**src/rtl/opseq_pkg.sv**
```systemverilog
// Shared types and constants for the operand fetch sequencer.
package opseq_pkg;

    // Accumulator slot count; bounds the per-command operand count.
    localparam int unsigned MAX_OPS = 3;
    localparam int unsigned CNT_W   = $clog2(MAX_OPS + 1);

    typedef enum logic [2:0] {
        IDLE,
        FETCH,
        DRAIN,
        FLUSH,
        WAIT_DONE
    } opseq_state_t;

endpackage

```
**src/rtl/operand_fetch_sequencer.sv**
```systemverilog
// Operand fetch sequencer: streams 1..MAX_OPS bytes from sync-read memory into the
// 3-slot accumulator, issues one put-low flush cycle, then waits for the accumulator's done.
// Optional feature macro: OPSEQ_RANGE_CHECK_EN (reject count==0 / address overrun with err).
module operand_fetch_sequencer
    import opseq_pkg::*;
#(
    parameter int unsigned ADDR_W = 8,
    parameter int unsigned DATA_W = 8
) (
    input  logic              clk,
    input  logic              reset,
    input  logic              start,
    input  logic [ADDR_W-1:0] base_addr,
    input  logic [CNT_W-1:0]  count,
    output logic              busy,
    output logic              finished,
    output logic              err,
    output logic              mem_rd_en,
    output logic [ADDR_W-1:0] mem_addr,
    input  logic [DATA_W-1:0] mem_rdata,
    output logic              acc_put,
    output logic [DATA_W-1:0] acc_value,
    input  logic              acc_done
);

    opseq_state_t      r_state, w_state_d;
    logic [ADDR_W-1:0] r_addr, w_addr_d;
    logic [CNT_W-1:0]  r_rem, w_rem_d;
    logic              r_rd_valid;
    logic              w_range_bad;

`ifdef OPSEQ_RANGE_CHECK_EN
    logic [ADDR_W:0] w_last;
    logic            r_err;

    // One extra bit catches a last address that runs past the top of memory.
    assign w_last      = {1'b0, base_addr} + (ADDR_W + 1)'(count) - (ADDR_W + 1)'(1);
    assign w_range_bad = (count == '0) || w_last[ADDR_W];

    // Error pulse lands one cycle after the rejected start.
    always_ff @(posedge clk or posedge reset) begin
        if (reset) begin
            r_err <= 1'b0;
        end else begin
            r_err <= (r_state == IDLE) && start && w_range_bad;
        end
    end

    assign err = r_err;
`else
    assign w_range_bad = 1'b0;
    assign err         = 1'b0;
`endif

    // State, address and remaining-count registers plus read-valid delay.
    always_ff @(posedge clk or posedge reset) begin
        if (reset) begin
            r_state    <= IDLE;
            r_addr     <= '0;
            r_rem      <= '0;
            r_rd_valid <= 1'b0;
        end else begin
            r_state    <= w_state_d;
            r_addr     <= w_addr_d;
            r_rem      <= w_rem_d;
            r_rd_valid <= mem_rd_en;
        end
    end

    // Next-state and counter update.
    always_comb begin
        w_state_d = r_state;
        w_addr_d  = r_addr;
        w_rem_d   = r_rem;
        unique case (r_state)
            IDLE: begin
                if (start && !w_range_bad) begin
                    w_addr_d  = base_addr;
                    w_rem_d   = count;
                    // A zero-count command still flushes so the accumulator publishes.
                    w_state_d = (count == '0) ? FLUSH : FETCH;
                end
            end
            FETCH: begin
                w_addr_d = r_addr + ADDR_W'(1);
                w_rem_d  = r_rem - CNT_W'(1);
                if (r_rem == CNT_W'(1)) begin
                    w_state_d = DRAIN;
                end
            end
            DRAIN:     w_state_d = FLUSH;
            FLUSH:     w_state_d = WAIT_DONE;
            WAIT_DONE: begin
                if (acc_done) begin
                    w_state_d = IDLE;
                end
            end
            default:   w_state_d = IDLE;
        endcase
    end

    assign busy      = (r_state != IDLE);
    assign mem_rd_en = (r_state == FETCH);
    assign mem_addr  = mem_rd_en ? r_addr : '0;
    // Read data arrives one cycle after the request, so the put strobe trails the read.
    assign acc_put   = r_rd_valid;
    assign acc_value = mem_rdata;
    assign finished  = (r_state == WAIT_DONE) && acc_done;

endmodule

```
**config.mk**
```make
export PLATFORM = sky130hd
export DESIGN_NAME = operand_fetch_sequencer
export DESIGN_NICKNAME = d
export VERILOG_FILES = /design/src/rtl/opseq_pkg.sv /design/src/rtl/operand_fetch_sequencer.sv
export SDC_FILE = /design/constraint.sdc
export NUM_CORES = 1
export LEC_CHECK = 0
export CORE_ASPECT_RATIO = 1.25
export CORE_MARGIN = 2
export CORE_UTILIZATION = 36
export DETAILED_ROUTE_END_ITERATION = 16
export PLACE_DENSITY = 0.75
export SLEW_MARGIN = 0
export SYNTH_ARGS = -nofsm -noshare
export SYNTH_HDL_FRONTEND = slang
export SYNTH_SLANG_ARGS = --single-unit
```
**constraint.sdc**
```tcl
create_clock -name clk -period 1.3 [get_ports clk]
set_input_delay 0.26 -clock clk [delete_from_list [all_inputs] [get_ports clk]]
set_output_delay 0.26 -clock clk [all_outputs]
set_load 0.05 [all_outputs]
```
Yosys cells after proc, flatten, opt, wreduce, memory -nomap -nowiden
Cells that the tools add are included.

Register bits: 14. Word-level logic and storage cells: 31. Input bits: 22. Output and inout port bits: 21.

Add/sub/neg operators: 2. Muxes and demuxes: 10. Reductions and logical operators: 7. Equal/unequal tests: 8.

Operator list (number): 8-bit two-way mux (2); 8-bit case mux with 2 select lines (1); 3-bit case mux with 5 select lines (1); 3-bit two-way mux (3); 8-bit by 1-bit adder with 8-bit output, second input constant (1); 3-bit by 2-bit equality test with 1-bit output, second input constant (2); 2-bit two-way mux (2); 2-bit != test, second input constant (2); 2-bit case mux with 2 select lines (1); 3-bit by 1-bit equality test with 1-bit output, second input constant (1); 3-bit equality test, second input constant (1); 3-bit logical NOT (1); 3-bit AND reduction (1); 3-bit nonzero test (1); 2-bit by 1-bit equality test with 1-bit output, second input constant (1); 2-bit logical NOT (1); 2-bit by 1-bit != test with 1-bit output, second input constant (1); 2-bit AND reduction (1); 2-bit nonzero test (1); 2-bit by 1-bit subtractor with 2-bit output, second input constant (1); 1-bit logical AND (1).

Depth between registers and ports, before layout
Gate-level depths: netlist of the first run.

Depth after elaboration: 4. Mapped depth: 6. Mapped depth without buffers: 6.

Least setup slack after synthesis of the first run
OpenSTA, ideal clock, no wires.

Path kind: register to output. From: register r_state[2]. To: output port mem_addr[0]. Path slack: -0.517 ns. Data required time: 1.040 ns. Stages on the path, launching flop included: 6. Arrival: 1.557 ns. Buffers on the path: 1. Cells stage by stage: dfrtp_1 -> nor2_4 -> nand2_2 -> inv_2 -> buf_2 -> and2_1.

Cells in the longest elaborated chain, start to end: 2.

Ends and longest elaborated chain: start: declaration (RTL line operand_fetch_sequencer.sv:26) `opseq_state_t r_state, w_state_d;`; start signal: assignment (RTL line operand_fetch_sequencer.sv:63) `r_state <= w_state_d;`; 3-bit by 1-bit equality test with 1-bit output (RTL line operand_fetch_sequencer.sv:103) `assign mem_rd_en = (r_state == FETCH);`; net mem_rd_en (RTL line operand_fetch_sequencer.sv:18) `output logic mem_rd_en,`; 8-bit two-way mux (RTL line operand_fetch_sequencer.sv:104) `assign mem_addr = mem_rd_en ? r_addr : '0;`; end: declaration (RTL line operand_fetch_sequencer.sv:19) `output logic [ADDR_W-1:0] mem_addr,`.

The timed path passes the listed nets, and every way through them passes these cells.

Worst setup path after layout of the first run
From: register r_state[2]. To: output port mem_addr[3].

Cells in the longest elaborated chain, start to end: 2.

Ends and longest elaborated chain (RTL line): 3-bit by 1-bit equality test with 1-bit output (operand_fetch_sequencer.sv:103); 8-bit two-way mux (operand_fetch_sequencer.sv:104).

No other way between the ends.

==> flow_metrics.tcl, run 1 <==
set metrics [dict create \
    yosys_warnings 0 \
    period_minus_slack_ns 1.63 \
    finalSetupTns_ns -5.92 \
    portBuffers 25 \
    cts-root-buf "clkbuf_4" \
    power_leakage_uw 0.000730 \
    violations "setup timing" \
    nets 182 \
    clk_pin_slew_ns 0.09 \
    cp.required_ns 1.04 \
    crit_slowest_cell "dfrtp_2" \
    startpoint_type "flop" \
    synth-seq-cells 14 \
    cts-hold-fix-buffers 0 \
    drive_above_1_share_pct 52.9 \
    gp_congestion 0.821 \
    hold_violations 0 \
    drtIter0Drc 14 \
    synth_cells 103 \
    finClkSkew_ns 0.00177 \
    setup_slack_ns -0.328 \
    grt_pass1_wl_um 4280 \
    cts_buffers 3 \
    insertion_delay_ns 0.30 \
    fill_cells 189 \
    cap_violations 0 \
    yosysTopAreaCellShare_pct 38.9 \
    crit_chain "nor2_4 -> nand2_4 -> inv_6 -> and2_4 -> buf_12" \
    synth.top_cells.by_area "dfrtp_1 (39%), buf_4 (8.3%), and2_1 (6.3%)" \
    yosysUniqueCellTypes 37 \
    postRouteWirelength_um 3010 \
    cts-htree-levels 1 \
    rsz0062_at_grt "true" \
    cts_tree "built" \
    cp-end-kind "output port" \
    fin_util_pct 69.7 \
    clock-sinks 14 \
    grt_antenna_before_repair 0 \
    yosysMostFrequentCell "dfrtp_1" \
    syn-num-nets 127 \
    antenna_cells 0 \
    antenna_left 0 \
    overflow 0 \
    slowest_delay_ns 0.44 \
    synth_flop_cell "dfrtp_1" \
    syn_avg_cell_area_um2 8.75 \
    synth_area_um2 901 \
    slew_viol_final 0 \
    synth_top_cell_by_area "dfrtp_1" \
    num_rows 20 \
    die_w_um 48.7 \
    core-area_um2 2400 \
    synth_seq_area_share_pct 38.9 \
    track_usage_pct 19.7 \
    max-vdd-ir-drop_v 0.00191 \
    crit_fanout 7 \
    synth_common_cells "dfrtp_1 (14), nand2_1 (13), buf_4 (10)" \
    fmax_ghz 0.614 \
    critical_path_class "flop to output port" \
    totalPowerFinal_uw 5410 \
    dp_hpwl_um 1890 \
    io_pins 43 \
    period_share_pct 125 \
    synth_edf_count 0 \
    hold_class "input pin to asynchronous set/reset pin" \
    drc 0 \
    initial_core_util_pct 37.5 \
    die_area_um2 2920 \
    status "finished, violations left" \
    detail_route.vias_per_cell 5.27 \
    p_per_area_nw_per_um2 3230 \
    worst_ep_arrival_time_ns 1.37 \
    area_growth_pct 86.0 \
    grt_pass1_vias 998 \
    critPathTopFamily "flip-flops" \
    die_y_um 59.9 \
    crit_buf_inv 2 \
    dr.pass1.iters 4 \
    vias 1001 \
    grt_max_degree 15 \
    async_flop_share_pct 100 \
    wl_per_cell_um 15.9 \
    clock_path_buffers 2 \
    setup_violations 22 \
]
==> kinds of logic after synthesis <==
kind of cell               synth area share (%)
and+or+nand+nor                            27.1
AOI/OAI and AO/OA                          18.9
buffers and inverters                      11.9
DFF                                        38.9
adders and majority gates                  2.78
other                                     0.416
==> worst paths after layout <==
path,from,to,slack (ns),cells past startpoint
max,r_state[2],mem_addr[3],-0.33,5
min,reset,r_addr[0],0.25,3
max reg2reg,r_state[2],r_addr[2],-0.32,7
min reg2reg,r_rem[0],r_rem[0],0.53,1
max in group asynchronous,reset,r_state[2],0.87,3
min in group clk,mem_rdata[3],acc_value[3],0.52,0
==> metal layers <==
metal,share of wire (%),GRT usage (%),vias up
met5,0,0,-
met4,4.0,13.5,0
met3,3.7,2.75,13
met2,55,39.9,30
met1,37,18.1,489
li1,-,-,469
==> registers in the layout (all words and copies together), names as in the netlist <==
register  count
r_rem         2
r_addr        8
r_state       3
acc_put       1
==> area by class of cell <==
cell class | instances | area (um2) | share of cell area (%)
Timing Repair inverter | 1 | 8.76 | 0.523
Multi-Input combinational cell | 73 | 534 | 31.9
Tap cell | 33 | 41.3 | 2.46
Timing Repair Buffer | 62 | 684 | 40.9
Inverter | 3 | 16.3 | 0.971
Sequential cell | 14 | 354 | 21.1
Clock buffer | 4 | 36.3 | 2.17
==> metrics by stage <==
| step | cells | setup slack [ns] | hold WS (ns) | cell area, um2 |
|---|---|---|---|---|
| floorplan | 103 | -0.107 | 0.149 | 945 |
| global placement | 172 | -0.250 | 0.480 | 1410 |
| detailed placement | 172 | -0.276 | 0.496 | 1410 |
| CTS | 186 | -0.335 | 0.256 | 1590 |
| global route | 190 | -0.372 | 0.282 | 1680 |
| finish | 190 | -0.328 | 0.248 | 1680 |
==> power breakdown <==
group          internal, uW  switching [uW]
logic                  2200            1950
registers               660             250
clock network           171             171
total                  3030            2370
==> cells in the final DEF (no fill, tap or decap), drive strengths merged, types with 2 or more instances in the layout <==
cell type,n
nor3,2
dfrtp,14
and3,2
clkbuf,4
nor2,7
and2,9
a21oi,5
o21ai,2
buf,49
a31oi,3
inv,3
o22ai,2
a211oi,3
clkdlybuf4s50,13
nand3,5
ha,2
o21a,2
nand2,14
o221a,2
==> tightest hold or removal path: cells and delay by family <==
family / cells / cell delay [ns]
buf+inv: 3 / 0.65
==> what timing repair did <==
| item | CTS | global route |
|---|---|---|
| endpoints found under the setup margin | 21 | 22 |
| pin swaps | 10 | 6 |
| gates resized for setup | 21 | 12 |
| setup buffers | 10 | 4 |
| cloned | 1 | 0 |
No activity file was read; power rests on OpenSTA's default activity.
==> inputs of run 2 (changes only) <==
--- a/config.mk
+++ b/config.mk
@@ -5,7 +5,6 @@
 export SDC_FILE = /design/constraint.sdc
 export NUM_CORES = 1
 export LEC_CHECK = 0
-export CORE_ASPECT_RATIO = 1.25
 export CORE_MARGIN = 2
 export CORE_UTILIZATION = 36
 export DETAILED_ROUTE_END_ITERATION = 16
==> run 2 against run 1 <==
The flow still finishes with violations (setup timing). Fmax shrank 1.1%. Sequential share of layout area grew 0.26 points. Critical path depth is the same. Critical endpoint unchanged. Largest cell class unchanged. Routed wire length grew 7.4%. Non-clock buffer count shrank 2. Sequential power is essentially flat. Register-to-register slack gained 0.04 ns.
==> flow_metrics.tcl, run 2 (synthesis gave the netlist of run 1 again) <==
set metrics [dict create \
    grt_pass1_vias 970 \
    period_share_pct 127 \
    layout_commonest_cell "buf_4" \
    hold_class "input pin to asynchronous set/reset pin" \
    cp.required_ns 1.04 \
    antenna_left 0 \
    antenna_cells 0 \
    num_rows 18 \
    largest_register_ffs 8 \
    finClkSkew_ns 0.0140 \
    cap_violations 0 \
    grt_max_degree 15 \
    crit_start "r_state[1]" \
    register_area_um2 354 \
    die_w_um 54.0 \
    cts_tree "built" \
    grt_pass1_wl_um 4460 \
    hold_violations 0 \
    busiest_layer "met2" \
    met2_usage_pct 37.0 \
    drive_above_1_share_pct 56.8 \
    combPwrFrac_pct 77.6 \
    multiInputGateArea_um2 553 \
    fill_cells 173 \
    pwr-share-seq_pct 17.1 \
    status "finished, violations left" \
    initial_core_util_pct 37.0 \
    area_growth_pct 83.8 \
    wl_per_cell_um 17.5 \
    overflow 0 \
    startpoint_type "flop" \
    setup_violations 21 \
    worst_ep_arrival_time_ns 1.39 \
    netSwitchingPower_uw 2420 \
    crit_fanout 6 \
    dr.pass1.iters 4 \
    postRouteWirelength_um 3240 \
    core-area_um2 2430 \
    internal_power_uw 2900 \
    cts_buffers 3 \
    rsz0062_at_grt "true" \
    max-vdd-ir-drop_v 0.00205 \
    cts-htree-levels 1 \
    die_y_um 54.0 \
    top_register "r_addr" \
    die_area_um2 2920 \
    largestRegisters "r_addr (8), r_state (3), r_rem (2)" \
    clock_path_buffers 2 \
    grt_antenna_before_repair 0 \
    io_pins 43 \
    stdcell_area_um2 1660 \
    portBuffers 25 \
    insertion_delay_ns 0.30 \
    totalPowerFinal_uw 5320 \
    clk_pin_slew_ns 0.10 \
    cts-hold-fix-buffers 0 \
    grt_use_met3_pct 5.00 \
    violations "setup timing" \
    cp-end-kind "output port" \
    fmax_ghz 0.607 \
    power.share.clock_pct 5.3 \
    vias 1012 \
    drtIter0Drc 29 \
    met1_usage_pct 24.2 \
    p_sw_share_pct 45.5 \
    final_cell_mix "buf_4 (26), clkdlybuf4s50_1 (13), dfrtp_1 (11), buf_12 (11)" \
    critical_path_class "flop to output port" \
    power_leakage_uw 0.000718 \
    cts-root-buf "clkbuf_4" \
    gp_congestion 0.811 \
    dp_hpwl_um 1740 \
    period_minus_slack_ns 1.65 \
    nets 180 \
    slew_viol_final 0 \
    r2r_start "r_state[0]" \
    clock-sinks 14 \
    detail_route.vias_per_cell 5.47 \
    track_usage_pct 21.7 \
    whs_ns 0.254 \
    place_area_um2 1350 \
    p_per_area_nw_per_um2 3210 \
    drc 0 \
    setup_slack_ns -0.346 \
]
## run 2: cell type report
cell class	instances	area share (%)
repair inverters	1	0.378
repair buffers	60	40.0
well taps	30	2.27
inverters	3	0.983
flip-flops and latches	14	21.4
clock buffers	4	1.59
multi-input cells	73	33.4
## run 2: per-layer routing
layer / up-vias / wire, um
met5: - / 0
met4: 0 / 83
met3: 10 / 168
met2: 48 / 1770
met1: 488 / 1220
li1: 466 / -
## run 2: power groups by stage
| stage | Combinational, uW | Sequential, uW | Clock, uW |
|---|---|---|---|
| after global placement | 2950 | 879 | 0 |
| after detailed placement | 3010 | 898 | 0 |
| after floorplan | 1890 | 882 | 0 |
| after global routing | 4350 | 916 | 311 |
| after CTS | 3660 | 888 | 273 |
| final | 4130 | 909 | 280 |
## run 2: worst paths after layout
path / endpoint / slack, ns / depth (start not counted)
worst min-delay path: r_rem[0] / 0.25 / 3
worst max register to register: r_addr[7] / -0.28 / 8
min in group clk: acc_value[4] / 0.52 / 0
max in group asynchronous: r_addr[6] / 0.85 / 3
worst min register to register: r_rem[1] / 0.61 / 2
worst max-delay path: mem_addr[3] / -0.35 / 5
## run 2: critical path: stages (launching register included)
cell and delay, ns:
dfrtp_2 0.45, nor2_4 0.14, nand2_4 0.10, inv_6 0.09
and2_4 0.17, buf_12 0.13
## run 2: timing repair
action,in CTS,in global routing
resized for setup,25,15
gates cloned,1,0
setup buffers,12,9
pin swaps,13,10
hold endpoints to repair,0,0
endpoints found under the setup margin,22,22
## run 2: per-stage QoR
step	cells	setup slack, ns	TNS (ns)	util (%)
after CTS	178	-0.330	-3.96	63.9
after detailed placement	161	-0.309	-3.55	55.5
final	185	-0.346	-5.23	68.1
after floorplan	103	-0.107	-0.875	-
after global placement	161	-0.252	-2.78	55.5
after global routing	185	-0.396	-6.05	68.1
==> inputs of run 3 (changes only) <==
--- a/config.mk
+++ b/config.mk
@@ -6,9 +6,9 @@
 export NUM_CORES = 1
 export LEC_CHECK = 0
 export CORE_MARGIN = 2
-export CORE_UTILIZATION = 36
+export CORE_UTILIZATION = 40
 export DETAILED_ROUTE_END_ITERATION = 16
-export PLACE_DENSITY = 0.75
+export PLACE_DENSITY = 0.79
 export SLEW_MARGIN = 0
 export SYNTH_ARGS = -nofsm -noshare
 export SYNTH_HDL_FRONTEND = slang
==> constraint.sdc (replaced) <==
create_clock -name clk -period 1.6 [get_ports clk]
set_input_delay 0.32 -clock clk [delete_from_list [all_inputs] [get_ports clk]]
set_output_delay 0.32 -clock clk [all_outputs]
set_load 0.05 [all_outputs]
==> run 3 against run 2 <==
The run still ends with setup timing left. Total power fell by 34%. Clock skew fell by 0.0083 ns. Register-to-register slack improved by 0.23 ns. Core utilization fell by 4.9 points. Setup slack improved by 0.25 ns. Global-route usage fell by 2.4 points. First-iteration DRC count did not move. Sequential share of layout area rose by 4.4 points. Via count fell by 10%. Critical path depth did not move. Count of clock-buffer cells in the layout fell by 1. Critical endpoint unchanged.
==> flow_metrics.tcl, run 3 (synthesis gave the netlist of run 1 again) <==
set metrics [dict create \
    die_w_um 51.5 \
    drtIter0Drc 29 \
    grt_max_degree 15 \
    gp_congestion 0.902 \
    antenna_cells 0 \
    stdcell_area_um2 1370 \
    p_per_area_nw_per_um2 2560 \
    clock-sinks 14 \
    area_growth_pct 52.1 \
    stdcell_count 160 \
    crit_slowest_cell "dfrtp_2" \
    place_area_um2 1250 \
    initial_core_util_pct 41.5 \
    r2r_start "r_state[1]" \
    cap_violations 0 \
    cp-end-kind "output port" \
    cts-hold-fix-buffers 0 \
    clock_path_buffers 2 \
    max-vdd-ir-drop_v 0.00141 \
    crit_buf_inv 2 \
    nets 158 \
    power_leakage_uw 0.000591 \
    period_minus_slack_ns 1.70 \
    grt_antenna_before_repair 0 \
    wl_per_cell_um 15.2 \
    clk_pin_slew_ns 0.08 \
    die_y_um 51.5 \
    detail_route.vias_per_cell 5.69 \
    cp.required_ns 1.28 \
    setup_slack_ns -0.0961 \
    io_pins 43 \
    vias 911 \
    core-area_um2 2170 \
    status "finished, violations left" \
    largestRegisters "r_addr (8), r_state (3), r_rem (2)" \
    startpoint_type "flop" \
    dp_hpwl_um 1660 \
    grt_pass1_vias 918 \
    die_area_um2 2650 \
    slowest_delay_ns 0.45 \
    insertion_delay_ns 0.27 \
    antenna_left 0 \
    slew_viol_final 0 \
    hold_class "input pin to asynchronous set/reset pin" \
    max-slew-margin-rel_pct 65.0 \
    grt_pass1_wl_um 3790 \
    hold_violations 0 \
    critPathTopFamily "flip-flops" \
    crit_fanout 8 \
    totalPowerFinal_uw 3500 \
    critical_path_class "flop to output port" \
    drive_above_1_share_pct 37.1 \
    postRouteWirelength_um 2430 \
    dr.pass1.iters 4 \
    worst_ep_arrival_time_ns 1.38 \
    final_cell_mix "nand2_1 (13), clkdlybuf4s50_1 (13), buf_4 (13)" \
    fmax_ghz 0.590 \
    crit_start "r_state[1]" \
    worstMarginPinSlew_ns 0.525 \
    period_share_pct 106 \
    cts-htree-levels 1 \
    crit_chain "nor2_4 -> nand2_4 -> inv_6 -> and2_4 -> buf_12" \
    largest_register_ffs 8 \
    finalSetupTns_ns -0.777 \
    violations "setup timing" \
    rsz0062_at_grt "true" \
    top_register "r_addr" \
    portBuffers 25 \
    cts_buffers 3 \
    track_usage_pct 19.3 \
    placedCellCount 150 \
    cts_tree "built" \
    finClkSkew_ns 0.00570 \
    cts-root-buf "clkbuf_4" \
    drc 0 \
    num_rows 17 \
    setup_violations 13 \
    overflow 0 \
]
-- run 3: area by class of cell --
type / count / area (um2)
clock buffer: 3 / 22.5
fill: 179 / 800
inverter: 3 / 16.3
multi-input combinational: 73 / 480
sequential: 14 / 353
tap: 28 / 35.0
timing repair buffer: 38 / 454
timing repair inverter: 1 / 8.76
-- run 3: what timing repair did --
item | 4_1_cts | 5_1_grt
gates cloned | 1 | 0
pin swaps | 1 | 2
buffers inserted | 4 | 2
resized for setup | 15 | 4
setup endpoints to repair | 11 | 13
-- run 3: routing by layer --
metal	global-route usage (%)	up-vias	wire [um]
met2	33.1	63	1220
met5	0	-	0
met4	13.6	0	84
met1	21.4	421	896
met3	3.22	10	222
li1	-	417	-
-- run 3: stage by stage --
| stage | hold slack, ns | setup WS [ns] | utilization (%) |
|---|---|---|---|
| after floorplan | 0.209 | -0.0513 | - |
| after global placement | 0.486 | -0.00624 | 57.7 |
| after detailed placement | 0.511 | -0.0716 | 57.7 |
| after CTS | 0.400 | -0.0762 | 62.1 |
| after global routing | 0.442 | -0.133 | 63.1 |
| final | 0.386 | -0.0961 | 63.1 |
-- run 3: final timing paths --
kind / depth (start not counted) / slack (ns) / endpoint
worst max-delay path: 5 / -0.1 / mem_addr[3]
worst min-delay path: 2 / 0.39 / acc_put
worst max register to register: 7 / -0.05 / r_addr[3]
worst min register to register: 1 / 0.53 / r_rem[0]
max in group asynchronous: 2 / 0.84 / r_state[1]
min in group clk: 1 / 0.53 / r_rem[0]
-- run 3: power by group --
group | internal (uW) | switching [uW] | total, uW
Combinational | 1230 | 1310 | 2540
Clock | 87.0 | 105 | 192
Sequential | 534 | 233 | 767
Total | 1850 | 1650 | 3500
